`src/rtl/debounce_pkg.sv`:
```
// rtl/debounce_pkg.sv - shared state encoding and defaults for the input debouncer
package debounce_pkg;

  typedef enum logic [1:0] {
    STABLE_LOW  = 2'd0,
    CHECK_HIGH  = 2'd1,
    STABLE_HIGH = 2'd2,
    CHECK_LOW   = 2'd3
  } deb_state_t;

  localparam int DEFAULT_SYNC_STAGES     = 2;
  localparam int DEFAULT_DEBOUNCE_CYCLES = 16;

  // Committed level is high while stable high or while qualifying a drop.
  function automatic logic level_of(input deb_state_t s);
    return (s == STABLE_HIGH) || (s == CHECK_LOW);
  endfunction

  function automatic logic is_check(input deb_state_t s);
    return (s == CHECK_HIGH) || (s == CHECK_LOW);
  endfunction

endpackage

```
`src/rtl/sync_chain.sv`:
```
// rtl/sync_chain.sv - N-flop synchroniser with reset value, async active-low reset
module sync_chain #(
  parameter int   STAGES    = 2,
  parameter logic RESET_VAL = 1'b0
) (
  input  logic clock,
  input  logic reset_n,
  input  logic d,
  output logic q
);

  logic [STAGES-1:0] stages;

  // Plain flop chain: nothing may sit between stages.
  always_ff @(posedge clock or negedge reset_n) begin
    if (!reset_n) begin
      stages <= {STAGES{RESET_VAL}};
    end else begin
      stages <= {stages[STAGES-2:0], d};
    end
  end

  assign q = stages[STAGES-1];

endmodule

```
`src/rtl/input_debouncer.sv`:
```
// rtl/input_debouncer.sv - synchronise and debounce a raw input, emit clean level and edge pulses
module input_debouncer
  import debounce_pkg::*;
#(
  parameter int   SYNC_STAGES     = DEFAULT_SYNC_STAGES,
  parameter int   DEBOUNCE_CYCLES = DEFAULT_DEBOUNCE_CYCLES,
  parameter int   CNT_W           = 8,
  parameter logic RESET_VAL       = 1'b0
) (
  input  logic clock,
  input  logic reset_n,
  input  logic enable,
  input  logic raw_in,
  output logic clean_out,
  output logic rise_pulse,
  output logic fall_pulse,
  output logic busy
);

  if (SYNC_STAGES < 2 || SYNC_STAGES > 4) begin : g_bad_sync_stages
    $error("input_debouncer: SYNC_STAGES must be 2..4");
  end
  if (DEBOUNCE_CYCLES < 2 || DEBOUNCE_CYCLES > (2 ** CNT_W) - 1) begin : g_bad_debounce_cycles
    $error("input_debouncer: DEBOUNCE_CYCLES must be 2..(2^CNT_W)-1");
  end

  localparam deb_state_t       RESET_STATE = RESET_VAL ? STABLE_HIGH : STABLE_LOW;
  localparam logic [CNT_W-1:0] CNT_LAST    = CNT_W'(DEBOUNCE_CYCLES - 1);
  localparam logic [CNT_W-1:0] CNT_ONE     = CNT_W'(1);

  logic             sync_in;
  deb_state_t       state;
  deb_state_t       state_next;
  logic [CNT_W-1:0] cnt;
  logic [CNT_W-1:0] cnt_next;
  logic             rise_next;
  logic             fall_next;

  sync_chain #(
    .STAGES    (SYNC_STAGES),
    .RESET_VAL (RESET_VAL)
  ) u_sync_chain (
    .clock   (clock),
    .reset_n (reset_n),
    .d       (raw_in),
    .q       (sync_in)
  );

  // Outputs are derived from the next state so they change on the same edge as the state.
  always_ff @(posedge clock or negedge reset_n) begin
    if (!reset_n) begin
      state      <= RESET_STATE;
      cnt        <= '0;
      clean_out  <= RESET_VAL;
      rise_pulse <= 1'b0;
      fall_pulse <= 1'b0;
      busy       <= 1'b0;
    end else begin
      state      <= state_next;
      cnt        <= cnt_next;
      clean_out  <= level_of(state_next);
      rise_pulse <= rise_next;
      fall_pulse <= fall_next;
      busy       <= is_check(state_next);
    end
  end

  always_comb begin
    state_next = state;
    cnt_next   = cnt;
    rise_next  = 1'b0;
    fall_next  = 1'b0;
    case (state)
      STABLE_LOW: begin
        if (sync_in && enable) begin
          state_next = CHECK_HIGH;
          cnt_next   = CNT_ONE;
        end
      end
      CHECK_HIGH: begin
        // Disable wins over a pending commit so nothing qualifies while disabled.
        if (!enable || !sync_in) begin
          state_next = STABLE_LOW;
          cnt_next   = '0;
        end else if (cnt == CNT_LAST) begin
          state_next = STABLE_HIGH;
          cnt_next   = '0;
          rise_next  = 1'b1;
        end else begin
          cnt_next = cnt + CNT_ONE;
        end
      end
      STABLE_HIGH: begin
        if (!sync_in && enable) begin
          state_next = CHECK_LOW;
          cnt_next   = CNT_ONE;
        end
      end
      CHECK_LOW: begin
        if (!enable || sync_in) begin
          state_next = STABLE_HIGH;
          cnt_next   = '0;
        end else if (cnt == CNT_LAST) begin
          state_next = STABLE_LOW;
          cnt_next   = '0;
          fall_next  = 1'b1;
        end else begin
          cnt_next = cnt + CNT_ONE;
        end
      end
      default: begin
        state_next = RESET_STATE;
        cnt_next   = '0;
      end
    endcase
  end

endmodule

```
`config.mk`:
```
export PLATFORM = sky130hd
export DESIGN_NAME = input_debouncer
export DESIGN_NICKNAME = d
export VERILOG_FILES = /design/src/rtl/debounce_pkg.sv /design/src/rtl/sync_chain.sv /design/src/rtl/input_debouncer.sv
export SDC_FILE = /design/constraint.sdc
export NUM_CORES = 1
export LEC_CHECK = 0
export CAP_MARGIN = 5
export CORE_ASPECT_RATIO = 0.6
export CORE_MARGIN = 1.5
export CORE_UTILIZATION = 30
export CTS_CLUSTER_SIZE = 40
export DETAILED_ROUTE_END_ITERATION = 16
export HOLD_SLACK_MARGIN = 0.12
export PLACE_DENSITY = 0.52
export SLEW_MARGIN = 20
export SYNTH_ARGS = -nofsm -noshare
export SYNTH_HDL_FRONTEND = slang
export SYNTH_HIERARCHICAL = 1
export SYNTH_SLANG_ARGS = --single-unit
export TNS_END_PERCENT = 50
```
`constraint.sdc`:
```
create_clock -name clock -period 1.65 [get_ports clock]
set_input_delay 0.2475 -clock clock [delete_from_list [all_inputs] [get_ports clock]]
set_output_delay 0.2475 -clock clock [all_outputs]
set_load 0.01 [all_outputs]
```
==> reports/metrics.cfg, run 1 <==
[status]
outcome=finished with violations
violations=negative setup slack

[worst_setup_path]
max_stage_delay_ps=560
start_kind=register
cp_cell_sequence=or4_4 > o2111a_2 > a21o_1 > a22o_1
cp_slowest_cell=or4_4
crit-reg2reg-launch=cnt[6]
crit_arrival_ps=1830
worst_ep_required_time_ps=1790
critPathMaxFanout=5
endpoint_kind=register
crit_type=reg -> reg
crit_path_start=cnt[6]

[detailed_routing]
ant_nets=0
wl_met3_um=61
via_per_inst=4.763
routedWlPerCell_um=12.39
wl_met1_um=773
drt_iter0_drc=63
via_count=562
routed_wl_um=1462
drc=0
drt_first_pass_iters=4
wl_met2_um=618
top_layer_used=met4

[yosys]
synth_fa_ha_area_share_pct=1.828
synth.distinct_cells=24
yosysTopAreaCell=dfrtp_1
synth_top_family_by_area=compound AO/OA/AOI/OAI gates
ys_async_sr_fraction_pct=100.0
synth_mux_area_share_pct=1.645
synthTopCellsByArea=dfrtp_1 55%, nand2_1 4.4%, a21oi_1 2.9%, nand3_1 2.9%, o21ai_0 2.9%
synth_commonest_cells=15 x dfrtp_1, 8 x nand2_1
synth_top_area_share_pct=54.84
syn_nets=70
synth.most_common_cell=dfrtp_1
synth_xor_area_share_pct=2.559
synth_seq_area_share_pct=54.84
synth_warnings=6
synth_edf_count=0
syn-cell-area_um2=684.4
ys_ff_latch=15
synthFlopType=dfrtp_1
synth_compound_area_share_pct=18.10
synth_simple_gate_area_share_pct=17.73
netlist_instances=65
synth_area_per_cell_um2=10.53

[global_routing]
grt-ovfl-total=0
grt_pass1_vias=565
grt_pass1_wl_um=2670
grt_start_max_net_pins=16
antenna_found_initial=0
track_usage_pct=14.66

[sta]
period_share_pct=102.5
setup_tns_ps=-81.10
timing.final.max_slew_violations=0
max_freq_mhz=591.1
finalSetupViolCount=2
tightest_slew_ps=312.3
skew_ps=2.578
grt_setup_unrepaired=yes
min_period_ps=1692
final-hold-violation-count=0
layout_setup_ws_ps=-41.72
relSlewSlack_pct=79.11

[layout]
fillerInstances=213
area_delta_synth_final_pct=37.48
drive_above_1_share_pct=26.14
multiInputGateArea_um2=307.8
instances_no_fill=118
final_nets=94
diodes=0
seq_area_um2=375.4

[die]
core_um2=2163
die_x_um=64.66
die_area_um2=2586
fp-row-count=13
initial_core_util_pct=31.64
fp.dieH_um=40.00
ios=8

[job]
drv_cap=0

[place]
post-place-ws_ps=-105.7
hpwl_um=1033
dp.cells=111
place_congestion=0.7438
io_buffers=7

[power]
power_density_nw_per_um2=807.5
p_leak_uw=0.0004435
ir_worst_vdd_mv=0.5012

[clock_network]
cts.path.max_buffers=2
cts_root_buf=clkbuf_8
cts_tree=built
clkTransAtPathRegs_ps=60
h-tree-depth=1
hold_buffers=0
insertion_delay_ps=250
numCtsBuffers=3
clock_sinks=15

[min_path]
hold_class=in -> async

flip-flops by register name (all words and copies together) (netlist names):
register and count:
cnt 8, u_sync_chain/stages 2, busy 1, clean_out 1, fall_pulse 1, rise_pulse 1, state 1
cells in the final DEF, fill, tap and decap left out, types with 2 or more instances in the layout:
master / netlist / routed
dfrtp_1: 15 / 15
buf_4: 0 / 13
nand2_1: 8 / 8
clkdlybuf4s50_1: 0 / 7
nor2_1: 4 / 4
a21oi_1: 4 / 4
nand3_1: 4 / 3
clkbuf_8: 0 / 3
xor2_1: 2 / 2
nor3b_1: 2 / 2
inv_1: 2 / 2
o21ai_0: 4 / 2
a22oi_1: 2 / 2
o21a_1: 2 / 2
nor3_1: 2 / 2
a21o_1: 2 / 2
a22o_1: 2 / 2
cells by family (layout without fill, tap and decap cells):
family / Yosys count / after routing
muxes: 1 / 1
and+or+nand+nor: 24 / 24
buffers and inverters: 4 / 26
DFF: 15 / 15
xor gates and xnor gates: 2 / 2
AOI/OAI and AO/OA: 18 / 19
adders and majority gates: 1 / 1
routing by layer:
| metal | up-vias | global-route usage (%) |
|---|---|---|
| li1 | 284 | - |
| met5 | - | 0 |
| met4 | 0 | 4.787 |
| met1 | 264 | 19.76 |
| met3 | 2 | 5.056 |
| met2 | 12 | 22.66 |
worst paths after layout:
check,to,slack (ps),depth (start not counted)
max in group asynchronous,state[0],1170,2
min,u_sync_chain/stages[0],310,2
min in group clock,u_sync_chain/stages[1],350,0
max reg2reg,cnt[3],-40,4
max,cnt[3],-40,4
min reg2reg,u_sync_chain/stages[1],350,0
metrics by stage:
stage | utilization [%] | hold slack (ps) | area (um^2) | total power [uW]
finish | 43.49 | 306.3 | 940.9 | 759.8
global route | 43.49 | 319.0 | 940.9 | 793.6
CTS | 42.74 | 311.9 | 924.6 | 766.5
detailed placement | 39.73 | 340.4 | 859.6 | 466.8
global placement | 39.73 | 333.2 | 859.6 | 467.0
floorplan | - | -48.09 | 684.4 | 426.6
report_power, final:
part,switching [uW],internal [uW]
registers,10.7,380
clock network,125,171
logic,35.8,37.1
total,172,588
what timing repair did:
item / 4_1_cts / 5_1_grt
resized for setup: 1 / 4
setup endpoints to repair: 6 / 8
setup buffers: 1 / 1
gates cloned: 1 / 0
pin swaps: 0 / 1
critical path, delay by kind of cell (launching register included):
family | cells | cell delay (ps)
compound gates | 3 | 640
flops | 1 | 380
simple gates | 1 | 560
final cells by class:
class / instances / area share [%]
timing repair buffer: 20 / 17.82
inverter: 2 / 0.7979
multi-input combinational: 47 / 32.71
clock buffer: 4 / 4.787
sequential: 15 / 39.89
tap: 30 / 3.989
(Power assumes the default switching activity.)
==> inputs of run 2 (changes only) <==
--- a/config.mk
+++ b/config.mk
@@ -9,11 +9,11 @@
 export CORE_ASPECT_RATIO = 0.6
 export CORE_MARGIN = 1.5
 export CORE_UTILIZATION = 30
-export CTS_CLUSTER_SIZE = 40
+export CTS_CLUSTER_SIZE = 8
 export DETAILED_ROUTE_END_ITERATION = 16
 export HOLD_SLACK_MARGIN = 0.12
 export PLACE_DENSITY = 0.52
-export SLEW_MARGIN = 20
+export SLEW_MARGIN = 25
 export SYNTH_ARGS = -nofsm -noshare
 export SYNTH_HDL_FRONTEND = slang
 export SYNTH_HIERARCHICAL = 1
==> results of run 2 <==
Same layout as run 1: the final DEF is identical, and so are final timing and power.
==> inputs of run 3 (changes only) <==
--- a/config.mk
+++ b/config.mk
@@ -5,6 +5,7 @@
 export SDC_FILE = /design/constraint.sdc
 export NUM_CORES = 1
 export LEC_CHECK = 0
+export ABC_AREA = 1
 export CAP_MARGIN = 5
 export CORE_ASPECT_RATIO = 0.6
 export CORE_MARGIN = 1.5
@@ -12,8 +13,8 @@
 export CTS_CLUSTER_SIZE = 8
 export DETAILED_ROUTE_END_ITERATION = 16
 export HOLD_SLACK_MARGIN = 0.12
-export PLACE_DENSITY = 0.52
-export SLEW_MARGIN = 25
+export PLACE_DENSITY = 0.51
+export SLEW_MARGIN = 40
 export SYNTH_ARGS = -nofsm -noshare
 export SYNTH_HDL_FRONTEND = slang
 export SYNTH_HIERARCHICAL = 1
==> run 3 against run 2 <==
Compared with the run above:
- the flow now finishes without violations
- sequential power rose by 2%
- combinational power rose by 19%
- clock-buffer cell count fell by 1
- fmax rose by 9.4%
==> reports/metrics.cfg, run 3 <==
[yosys]
synth.distinct_cells=22  ; -8.3%
synth_warnings=6  ; unchanged
synth_edf_count=0  ; unchanged
netlist_instances=101  ; +55%
synth.most_common_cell=nand2_1
ys_ff_latch=15  ; unchanged
syn-cell-area_um2=823.3  ; +20%
syn_nets=106  ; +51%
synthTopCellsByArea=dfrtp_1 46%, nand2_1 13%, inv_1 5.0%, nor2_1 4.1%, nor2_2 3.8%
synth_seq_area_share_pct=45.59  ; -9.3 points
synth_top_area_share_pct=45.59  ; -9.3 points
synth_area_per_cell_um2=8.151  ; -23%
yosysTopAreaCell=dfrtp_1
synth_commonest_cells=28 x nand2_1, 15 x dfrtp_1, 11 x inv_1, 9 x nor2_1
ys_async_sr_fraction_pct=100.0  ; unchanged
synthFlopType=dfrtp_1

[sta]
setup_tns_ps=0  ; +81.10 ps
relSlewSlack_pct=82.03  ; +2.9 points
period_share_pct=93.74  ; -8.8 points
min_period_ps=1547  ; -145.0 ps
final-hold-violation-count=0  ; unchanged
finalSetupViolCount=0  ; -2
max_freq_mhz=646.5  ; +9.4%
tightest_slew_ps=266.7  ; -45.66 ps
grt_setup_unrepaired=no
timing.final.max_slew_violations=0  ; unchanged
skew_ps=8.262  ; +5.684 ps

[power]
power_density_nw_per_um2=797.8  ; -1.2%
swShare_pct=25.74  ; +3.1 points
p_leak_uw=0.0004834  ; +9.0%
ir_worst_vdd_mv=0.3838  ; -23%
power.share.clock_pct=38.6  ; -0.4 points
seqPwrFrac_pct=50.4  ; -1.0 points
net-switching-power_uw=202.7  ; +18%
comb_power_share_pct=11.0  ; +1.4 points
intPower_uw=584.8  ; -0.56%

[detailed_routing]
via_count=647  ; +15%
routedWlPerCell_um=11.32  ; -8.7%
via_per_inst=4.462  ; -6.3%
ant_nets=0  ; unchanged
drc=0  ; unchanged
drt_iter0_drc=20  ; -68%
routed_wl_um=1641  ; +12%
drt_first_pass_iters=4  ; unchanged

[worst_setup_path]
start_kind=register
cp_slowest_cell=clkdlybuf4s50_1
cp_top_family=buffers and inverters
crit_type=reg -> out
crit_path_start=clean_out
crit-reg2reg-launch=cnt[0]
crit_arrival_ps=1300  ; -530 ps
max_stage_delay_ps=580  ; +20 ps
crit_buf_inv=1  ; +1
cp_cell_sequence=clkdlybuf4s50_1
endpoint_kind=output pin
worst_ep_required_time_ps=1400  ; -390 ps
critPathMaxFanout=6  ; +1

[layout]
largest_reg_flops=8  ; unchanged
fillerInstances=269  ; +26%
final_common_cell=nand2_1
instances_no_fill=145  ; +23%
top_register=cnt
fin_util_pct=38.60  ; -4.9 points
drive_above_1_share_pct=22.12  ; -4.0 points
largestRegisters=cnt: 8 flops, u_sync_chain/stages: 2 flops
diodes=0  ; unchanged
layout_common_cells=28 x nand2_1, 15 x dfrtp_1, 11 x inv_1
final_nets=119  ; +27%
area_delta_synth_final_pct=19.91

[die]
ios=8  ; unchanged
initial_core_util_pct=32.19  ; +0.56 points
core_um2=2557  ; +18%
die_area_um2=3078  ; +19%
die_x_um=70.63  ; +9.2%
fp.dieH_um=43.58  ; +9.0%
fp-row-count=14  ; +1

[clock_network]
clock_sinks=15  ; unchanged
clkTransAtPathRegs_ps=70  ; about the same
cts_tree=built
cts_resized=0  ; -1
cts_root_buf=clkbuf_8
numCtsBuffers=3  ; unchanged
postCtsSetupBuffers=0  ; -1
h-tree-depth=1  ; unchanged
hold_buffers=0  ; unchanged
cts.path.max_buffers=2  ; unchanged
insertion_delay_ps=250  ; about the same

[place]
dp.cells=141  ; +27%
hpwl_um=1281  ; +24%
place_congestion=0.8918  ; +20%
io_buffers=7  ; unchanged

[global_routing]
grt_start_max_net_pins=16  ; unchanged
grt_pass1_wl_um=2994  ; +12%
grt-ovfl-total=0  ; unchanged
antenna_found_initial=0  ; unchanged
track_usage_pct=13.30  ; -1.4 points
grt_pass1_vias=614  ; +8.7%

[min_path]
hold_class=in -> async

[status]
outcome=finished clean

[job]
drv_cap=0  ; unchanged

[run 3: cell types whose count changed after synthesis, sizes merged, moves of 3 or more]
| cell | delta |
|---|---|
| nand2 | +26 |
| inv | +13 |
| nor2 | +11 |
| a21boi | +3 |
| a22o | -3 |
[run 3: final timing paths]
| kind | endpoint | depth (start not counted) | slack [ps] |
|---|---|---|---|
| worst min register to register | u_sync_chain/stages[1] | 0 | 350 |
| worst max-delay path | clean_out | 1 | 100 |
| max in group asynchronous | cnt[1] | 2 | 1150 |
| worst min-delay path | rise_pulse | 2 | 310 |
| worst max register to register | cnt[3] | 7 | 270 |
| min in group clock | u_sync_chain/stages[1] | 0 | 350 |
[run 3: power by group through the flow]
| stage | sequential, uW | combinational (uW) | clock [uW] |
|---|---|---|---|
| 6_report | 397 | 86.4 | 304 |
| 5_1_grt | 399 | 101 | 332 |
| 4_1_cts | 396 | 87.4 | 312 |
| 3_5_place_dp | 403 | 87.2 | 0 |
| 3_3_place_gp | 403 | 86.1 | 0 |
| 2_1_floorplan | 401 | 54.3 | 0 |
[run 3: metal layers]
metal	up-vias	global-route usage (%)	routed length (um)
met5	-	0	0
met4	0	3.396	15
met3	2	5.581	69
met2	11	17.92	604
met1	296	19.59	951
li1	338	-	-
[run 3: logic make-up after synthesis]
group	count (synthesis)	synth area share, %
AO/OA/AOI/OAI	9	7.294
XOR/XNOR	1	1.064
buffers and inverters	15	7.143
flip-flops	15	45.59
AND/OR/NAND/NOR	60	37.38
adder cells (fa/ha/maj)	1	1.520
[run 3: final cells by class]
type	count	area, um^2	area share, %
Tap cell	32	40.04	4.056
Multi-Input combinational cell	71	389.1	39.42
Inverter	15	58.81	5.957
Clock inverter	1	5.005	0.5070
Sequential cell	15	375.4	38.02
Clock buffer	3	41.29	4.183
Timing Repair Buffer	8	77.57	7.858
[run 3: per-stage QoR]
stage,hold WS [ps],cell area [um^2],setup WS (ps),power [uW]
global placement,334.2,940.9,156.1,489.2
global route,350.0,987.2,65.65,831.6
floorplan,-48.09,823.3,409.3,455.7
CTS,315.4,987.2,102.9,795.8
detailed placement,338.1,940.9,165.5,490.1
finish,310.2,987.2,103.3,787.6
